[src/rtl/alu_op_decoder_pkg.sv]
// Shared types for the ALU op decoder stage.
// Field widths and the ALU operand-mode encoding.
package alu_op_decoder_pkg;

    typedef logic [2:0] Funct3_t;
    typedef logic [6:0] Funct7_t;

    typedef enum logic {
        REGISTER = 1'b0,
        OP_IMM   = 1'b1
    } ALUMode_t;

    typedef struct packed {
        Funct3_t     funct3;
        Funct7_t     funct7;
        ALUMode_t    mode;
        logic [31:0] imm;
        logic [4:0]  rs1;
        logic [4:0]  rs2;
        logic [4:0]  rd;
        logic        illegal;
    } dec_t;

endpackage

[src/rtl/alu_op_decoder_if.sv]
// Instruction-in / decoded-op-out handshake bundle.
// master = decoder side, slave = fetch/issue environment side.
interface alu_op_decoder_if;
    import alu_op_decoder_pkg::*;

    logic        instrValid;
    logic        instrReady;
    logic [31:0] instruction;
    logic        opValid;
    logic        opReady;
    Funct3_t     funct3;
    Funct7_t     funct7;
    ALUMode_t    aluMode;
    logic [31:0] immediateI;
    logic [4:0]  rs1Index;
    logic [4:0]  rs2Index;
    logic [4:0]  rdIndex;
    logic        illegal;

    modport master (
        input  instrValid, instruction, opReady,
        output instrReady, opValid, funct3, funct7, aluMode,
        output immediateI, rs1Index, rs2Index, rdIndex, illegal
    );

    modport slave (
        output instrValid, instruction, opReady,
        input  instrReady, opValid, funct3, funct7, aluMode,
        input  immediateI, rs1Index, rs2Index, rdIndex, illegal
    );

endinterface

[src/rtl/alu_op_decoder.sv]
// RV32I OP / OP-IMM decode stage with a two-entry skid buffer.
// Optional macro ALU_DECODE_SHIFT_CHECK_EN checks shift-immediate upper bits.
module alu_op_decoder
    import alu_op_decoder_pkg::*;
(
    input logic             clock,
    input logic             reset_n,
    alu_op_decoder_if.master bus
);

    typedef enum logic [1:0] {
        EMPTY = 2'd0,
        ONE   = 2'd1,
        TWO   = 2'd2
    } state_t;

    localparam logic [6:0] OPC_OP  = 7'b0110011;
    localparam logic [6:0] OPC_IMM = 7'b0010011;
    localparam logic [6:0] F7_ALT  = 7'b0100000;

    state_t state, state_nx;
    logic   ready_q;
    dec_t   dec, out_q, skid_q;
    logic   in_fire, out_fire;
    logic   load_out, load_skid, sel_skid;

    logic [6:0] opcode;
    Funct3_t    f3;
    Funct7_t    up;
    logic       is_op, is_imm, is_shift, shift_bad;

    assign opcode   = bus.instruction[6:0];
    assign f3       = bus.instruction[14:12];
    assign up       = bus.instruction[31:25];
    assign is_op    = (opcode == OPC_OP);
    assign is_imm   = (opcode == OPC_IMM);
    assign is_shift = (f3 == 3'b001) || (f3 == 3'b101);

    // Shift-immediate upper-bit legality (only enforced when enabled)
    always_comb begin
        shift_bad = 1'b0;
`ifdef ALU_DECODE_SHIFT_CHECK_EN
        shift_bad = is_shift &&
                    !((up == 7'b0) || (up == F7_ALT && f3 == 3'b101));
`endif
    end

    // Decode the incoming word before it is registered
    always_comb begin
        dec         = '0;
        dec.mode    = OP_IMM;
        dec.illegal = 1'b1;
        unique case (1'b1)
            is_op: begin
                dec.mode    = REGISTER;
                dec.funct3  = f3;
                dec.funct7  = up;
                dec.imm     = {{20{bus.instruction[31]}},
                               bus.instruction[31:20]};
                dec.rs1     = bus.instruction[19:15];
                dec.rs2     = bus.instruction[24:20];
                dec.rd      = bus.instruction[11:7];
                dec.illegal = !((up == 7'b0) ||
                                (up == F7_ALT &&
                                 (f3 == 3'b000 || f3 == 3'b101)));
            end
            is_imm: begin
                dec.mode    = OP_IMM;
                dec.funct3  = f3;
                dec.funct7  = is_shift ? up : 7'b0;
                dec.imm     = {{20{bus.instruction[31]}},
                               bus.instruction[31:20]};
                dec.rs1     = bus.instruction[19:15];
                dec.rs2     = 5'd0;
                dec.rd      = bus.instruction[11:7];
                dec.illegal = shift_bad;
            end
            default: begin
                dec         = '0;
                dec.mode    = OP_IMM;
                dec.illegal = 1'b1;
            end
        endcase
    end

    assign in_fire  = bus.instrValid && ready_q;
    assign out_fire = bus.opReady && (state != EMPTY);

    // Occupancy next-state and register load controls
    always_comb begin
        state_nx  = state;
        load_out  = 1'b0;
        load_skid = 1'b0;
        sel_skid  = 1'b0;
        unique case (state)
            EMPTY: begin
                if (in_fire) begin
                    state_nx = ONE;
                    load_out = 1'b1;
                end
            end
            ONE: begin
                if (in_fire && !out_fire) begin
                    state_nx  = TWO;
                    load_skid = 1'b1;
                end else if (in_fire && out_fire) begin
                    load_out = 1'b1;
                end else if (out_fire) begin
                    state_nx = EMPTY;
                end
            end
            TWO: begin
                if (out_fire) begin
                    state_nx = ONE;
                    load_out = 1'b1;
                    sel_skid = 1'b1;
                end
            end
            default: state_nx = EMPTY;
        endcase
    end

    // State, registered ready, output and skid registers
    always_ff @(posedge clock or negedge reset_n) begin
        if (!reset_n) begin
            state   <= EMPTY;
            ready_q <= 1'b0;
            out_q   <= '0;
            skid_q  <= '0;
        end else begin
            state   <= state_nx;
            ready_q <= (state_nx != TWO);
            if (load_out)
                out_q <= sel_skid ? skid_q : dec;
            if (load_skid)
                skid_q <= dec;
        end
    end

    assign bus.instrReady = ready_q;
    assign bus.opValid    = (state != EMPTY);
    assign bus.funct3     = out_q.funct3;
    assign bus.funct7     = out_q.funct7;
    assign bus.aluMode    = out_q.mode;
    assign bus.immediateI = out_q.imm;
    assign bus.rs1Index   = out_q.rs1;
    assign bus.rs2Index   = out_q.rs2;
    assign bus.rdIndex    = out_q.rd;
    assign bus.illegal    = out_q.illegal;

endmodule

[src/flat_wrapper.sv]
// flat-port wrapper written by rule: the top's interface ports become plain ports
module alu_op_decoder_flat import alu_op_decoder_pkg::*;
  (clock, reset_n, bus_instrValid, bus_instruction, bus_opReady, bus_instrReady, bus_opValid, bus_funct3, bus_funct7, bus_aluMode, bus_immediateI, bus_rs1Index, bus_rs2Index, bus_rdIndex, bus_illegal);
  alu_op_decoder_if bus_i ();
  input logic clock;
  input logic reset_n;
  input wire logic [$bits(bus_i.instrValid)-1:0] bus_instrValid;
  input wire logic [$bits(bus_i.instruction)-1:0] bus_instruction;
  input wire logic [$bits(bus_i.opReady)-1:0] bus_opReady;
  output wire logic [$bits(bus_i.instrReady)-1:0] bus_instrReady;
  output wire logic [$bits(bus_i.opValid)-1:0] bus_opValid;
  output wire logic [$bits(bus_i.funct3)-1:0] bus_funct3;
  output wire logic [$bits(bus_i.funct7)-1:0] bus_funct7;
  output wire logic [$bits(bus_i.aluMode)-1:0] bus_aluMode;
  output wire logic [$bits(bus_i.immediateI)-1:0] bus_immediateI;
  output wire logic [$bits(bus_i.rs1Index)-1:0] bus_rs1Index;
  output wire logic [$bits(bus_i.rs2Index)-1:0] bus_rs2Index;
  output wire logic [$bits(bus_i.rdIndex)-1:0] bus_rdIndex;
  output wire logic [$bits(bus_i.illegal)-1:0] bus_illegal;
  assign bus_i.instrValid = bus_instrValid;
  assign bus_i.instruction = bus_instruction;
  assign bus_i.opReady = bus_opReady;
  assign bus_instrReady = bus_i.instrReady;
  assign bus_opValid = bus_i.opValid;
  assign bus_funct3 = bus_i.funct3;
  assign bus_funct7 = bus_i.funct7;
  assign bus_aluMode = bus_i.aluMode;
  assign bus_immediateI = bus_i.immediateI;
  assign bus_rs1Index = bus_i.rs1Index;
  assign bus_rs2Index = bus_i.rs2Index;
  assign bus_rdIndex = bus_i.rdIndex;
  assign bus_illegal = bus_i.illegal;
  alu_op_decoder u_core (.clock(clock), .reset_n(reset_n), .bus(bus_i));
endmodule
[config.mk]
export PLATFORM = sky130hd
export DESIGN_NAME = alu_op_decoder_flat
export DESIGN_NICKNAME = d
export VERILOG_FILES = /design/src/rtl/alu_op_decoder_pkg.sv /design/src/rtl/alu_op_decoder_if.sv /design/src/rtl/alu_op_decoder.sv /design/src/flat_wrapper.sv
export SDC_FILE = /design/constraint.sdc
export NUM_CORES = 1
export LEC_CHECK = 0
export CAP_MARGIN = 25
export CORE_MARGIN = 3
export CORE_UTILIZATION = 41
export CTS_CLUSTER_DIAMETER = 200
export DETAILED_ROUTE_END_ITERATION = 16
export PLACE_DENSITY = 0.69
export SETUP_SLACK_MARGIN = 0.1
export SYNTH_ARGS = -nofsm -noshare
export SYNTH_HDL_FRONTEND = slang
export SYNTH_SLANG_ARGS = --single-unit
[constraint.sdc]
create_clock -name clock -period 2.81 [get_ports clock]
set_clock_uncertainty 0.1 [all_clocks]
set_input_delay 0.562 -clock clock [delete_from_list [all_inputs] [get_ports clock]]
set_output_delay 0.562 -clock clock [all_outputs]
set_load 0.03 [all_outputs]
# After elaboration in Yosys (flattened, before gate mapping)
# Cells that the tools add are included.
# totals
regBits	121
output_inout_bits	61
word_cells	57
# op_classes
eq_ne	8
muxes	17
reduce_logical	14
# ops
operator	n
$pmux W59 S2	1
$mux W59	1
$eq A7 B6 Y1 const B	2
$mux W2	5
$eq A7 B5 Y1 const B	1
$logic_not A7 Y1	1
$mux W1	7
$mux W7	1
$pmux W2 S3	1
$logic_and A1 B1 Y1	5
$eq A3 B1 Y1 const B	1
$eq A3 B3 Y1 const B	1
$logic_not A3 Y1	1
$logic_or A1 B1 Y1	3
$pmux W1 S3	1
$eq A2 B1 Y1 const B	1
$eq A2 B2 Y1 const B	1
$logic_not A1 Y1	2
$logic_not A2 Y1	1
$ne A2 B2 Y1 const B	1
$reduce_bool A2 Y1	1

# Depth between registers and ports, before layout
# Gate-level depths: netlist of run 1.
# depth
ltp_word	7
ltp_mapped	7
mapped_depth_nobuf	4

# Worst setup path before layout of run 1
# No wires, ideal clock.
# synth_path
path_type	input -> register
from	in bus_instruction[6]
to	reg u_core.out_q (netlist bit u_core.bus.funct7[2])
setup_ps	81
arrival_ps	1808
t_required_ps	2629
setup_slack_ps	821
stages	5
n_path_buf	1
cell_sequence	or4b_4 > a211oi_4 > buf_6 > nand3_2 > a31oi_2
# synth_via
elab_chain_len	3
word_cells_on_any_way	4
cone_classes	eq/ne: 2; mux: 2
# synth_lines
element	line	source
start, declared	flat_wrapper.sv:8	input wire logic [$bits(bus_i.instruction)-1:0] bus_instruction;
$eq A7 B5 Y1 / $eq A7 B6 Y1 (equally long branches)	alu_op_decoder.sv:36, alu_op_decoder.sv:35	
$pmux W59 S2 (*)	alu_op_decoder.sv:53	unique case (1'b1)
$mux W59 (*)	alu_op_decoder.sv:134	out_q <= sel_skid ? skid_q : dec;
end signal, assigned	alu_op_decoder.sv:134	
end, declared	alu_op_decoder.sv:23	dec_t dec, out_q, skid_q;
# Mark *: on every way between the ends. The rest lies on a longest branch, timed or not.
# A chain may end at the register's enable or synchronous reset.

==> flow_metrics.env, run 1 <==
export IMPL_power_density_mw_per_mm2=889
export IMPL_fp_dieH_um=102
export IMPL_post_drt_wl_per_cell_um=16.0
export IMPL_cts_root_buf="clkbuf_8"
export IMPL_ys_ff_latch=81
export IMPL_overflow=0
export IMPL_cts_sinks=81
export IMPL_syn_area_per_cell_um2=8.90
export IMPL_post_route_drc_count=0
export IMPL_fin_area_mm2=0.00496
export IMPL_initial_utilization=0.427
export IMPL_synthMuxAreaShare=0.0119
export IMPL_max_freq_mhz=392
export IMPL_synthSimpleGateAreaFrac=0.221
export IMPL_syn2layout_area_growth_pct=31.5
export IMPL_outcome="complete, no violations"
export IMPL_power_leakage_nw=2.11
export IMPL_peakVddDrop_mv=0.375
export IMPL_post_cts_buffers=0
export IMPL_synth_area_leaders="dfrtp_1, nand2_1, o21ai_0"
export IMPL_grt_use_total=0.194
export IMPL_synth_cells=424
export IMPL_synthXorXnorAreaFrac=0.00232
export IMPL_core_mm2=0.00885
export IMPL_clk_pin_slew_ps=80
export IMPL_rows=34
export IMPL_die_w_um=102
export IMPL_synth_top_cell_by_area="dfrtp_1"
export IMPL_synth_compound_gate_area_share=0.143
export IMPL_numCtsBuffers=9
export IMPL_syn_nets=460
export IMPL_hpwlAfterDp_mm=6.67
export IMPL_slew_headroom=0.595
export IMPL_cp_arrival_ps=1890
export IMPL_crit_chain="clkdlybuf4s50_1"
export IMPL_routed_wl_mm=9.73
export IMPL_whs_ps=76.7
export IMPL_start_kind="flip-flop"
export IMPL_slew_violations=0
export IMPL_synth_top_family_by_area="simple AND/OR/NAND/NOR gates"
export IMPL_layout_commonest_cell="nand2_1"
export IMPL_gp_congestion=0.778
export IMPL_max_stage_delay_ps=800
export IMPL_postRouteAntennaNets=0
export IMPL_tns_ps=0
export IMPL_viasPerCell=5.23
export IMPL_antenna_found_initial=0
export IMPL_fin_crit_ps=2550
export IMPL_hp_class="in -> async"
export IMPL_cts_buffer_depth=2
export IMPL_yosysSeqAreaShare=0.537
export IMPL_required_ps=2150
export IMPL_diodes=0
export IMPL_yosys_area_top_type_share=0.537
export IMPL_cp_max_fo=22
export IMPL_drt_pass1_iter_count=5
export IMPL_drive_above_1_share=0.0940
export IMPL_io_pins=97
export IMPL_io_buffer_count=96
export IMPL_worst_path_max_delay_cell="clkdlybuf4s50_1"
export IMPL_setup_violations=0
export IMPL_critical_path_class="reg -> out"
export IMPL_rsz0062_at_grt="no"
export IMPL_grt_max_degree=58
export IMPL_synth_area_mm2=0.00377
export IMPL_ys_warn_count=0
export IMPL_tritoncts="done"
export IMPL_placed_area_mm2=0.00474
export IMPL_die_area_mm2=0.0104
export IMPL_finalCritPeriodShare=0.908
export IMPL_first_iter_violations=119
export IMPL_cap_violations=0
export IMPL_crit_buf_inv=1
export IMPL_h_tree_depth=3
export IMPL_cp_end_kind="primary output"
export IMPL_synth_distinct_cells=35
export IMPL_fin_nets=531
export IMPL_grt_pass1_vias=3095
export IMPL_cts_resized=0
export IMPL_path_delay_family="buffers and inverters"
export IMPL_final_hold_viol_count=0
export IMPL_tightestPinTransition_ps=607
export IMPL_vias=3178
export IMPL_cts_hold_buf=0
export IMPL_clk_latency_ps=350
export IMPL_final_cell_mix="nand2_1, clkdlybuf4s50_1, dfrtp_1"
export IMPL_grt_pass1_wl_mm=15.9
export IMPL_synth_fa_ha_area_frac=0
-- state kept, by name (all words and copies together) (netlist names) --
register and cells:
u_core.skid_q 39, u_core.bus.instrReady 1, u_core.bus.aluMode 1, u_core.bus.immediateI 12, u_core.bus.funct7 7, u_core.bus.rs2Index 5, u_core.state 2, u_core.bus.illegal 1
u_core.bus.rdIndex 5, u_core.bus.funct3 3, u_core.bus.rs1Index 5
-- cells in the mapped netlist --
library cell  count
o21a_1            1
nor2_1           33
nand2_1         111
or2_2             1
buf_2             6
clkbuf_1         19
xor2_1            1
and2_1            2
and4_1            1
nand4_1           3
inv_1             4
nor2_2            1
or4b_4            1
a21oi_1           2
buf_1             1
buf_4            25
nand3_1          29
buf_6             1
o21ai_1           2
nand3b_1          1
and3b_1           1
a31oi_2           3
dfrtp_1          81
o21ai_0          41
o31ai_1           2
nor3_1            1
nand2b_1          4
mux2_2            4
a211oi_4          1
or4_1             1
nand3_2           3
a31oi_1          32
o22ai_1           3
o211ai_1          1
a21o_1            1
-- logic make-up after synthesis --
family	count (synthesis)
simple gates	193
compound gates	89
flops	81
buf+inv	56
mux	4
xor+xnor	1
-- layer usage --
metal / GRT usage / part of all wire / vias up
met2: 0.297 / 0.45 / 111
met3: 0.0416 / 0.067 / 10
li1: - / - / 1552
met5: 0 / 0 / -
met1: 0.283 / 0.47 / 1505
met4: 0.0484 / 0.012 / 0
-- power by group --
part	internal (mW)	total [mW]	leakage (nW)	switching, mW
logic	0.762	1.91	0.906	1.14
registers	1.39	1.57	1.10	0.174
clock network	0.504	0.936	0.103	0.433
-- through the flow --
step	setup WS [ps]	utilization	power, mW	std cells
2_1_floorplan	821	-	2.76	424
3_3_place_gp	356	0.536	3.47	592
3_5_place_dp	322	0.536	3.51	592
4_1_cts	219	0.561	4.44	608
5_1_grt	139	0.561	4.63	608
6_report	259	0.561	4.41	608
-- worst paths after layout --
path	slack (ps)	depth (start not counted)	start	end
min reg2reg	390	2	u_core.skid_q[52]	u_core.skid_q[52]
max	260	1	u_core.bus.immediateI[30]	bus_immediateI[14]
min in group clock	390	2	u_core.skid_q[52]	u_core.skid_q[52]
max reg2reg	1010	4	u_core.state[1]	u_core.skid_q[10]
min	80	1	reset_n	u_core.bus.immediateI[2]
max in group asynchronous	1880	2	reset_n	u_core.bus.rs2Index[0]
-- area by class of cell --
type | instances | area [um2]
multi-input combinational | 287 | 1440
clock inverter | 6 | 92.6
fill | 800 | 3890
tap | 108 | 135
sequential | 81 | 2030
clock buffer | 10 | 128
inverter | 4 | 15.0
timing repair buffer | 112 | 1130
(Power assumes the default switching activity.)
==> run 2, diff against run 1 <==
--- a/config.mk
+++ b/config.mk
@@ -9,6 +9,7 @@
 export CORE_MARGIN = 3
 export CORE_UTILIZATION = 41
 export CTS_CLUSTER_DIAMETER = 200
+export CTS_CLUSTER_SIZE = 8
 export DETAILED_ROUTE_END_ITERATION = 16
 export PLACE_DENSITY = 0.69
 export SETUP_SLACK_MARGIN = 0.1
==> results of run 2 <==
The final DEF is identical to that of run 1; final timing and power are the same.
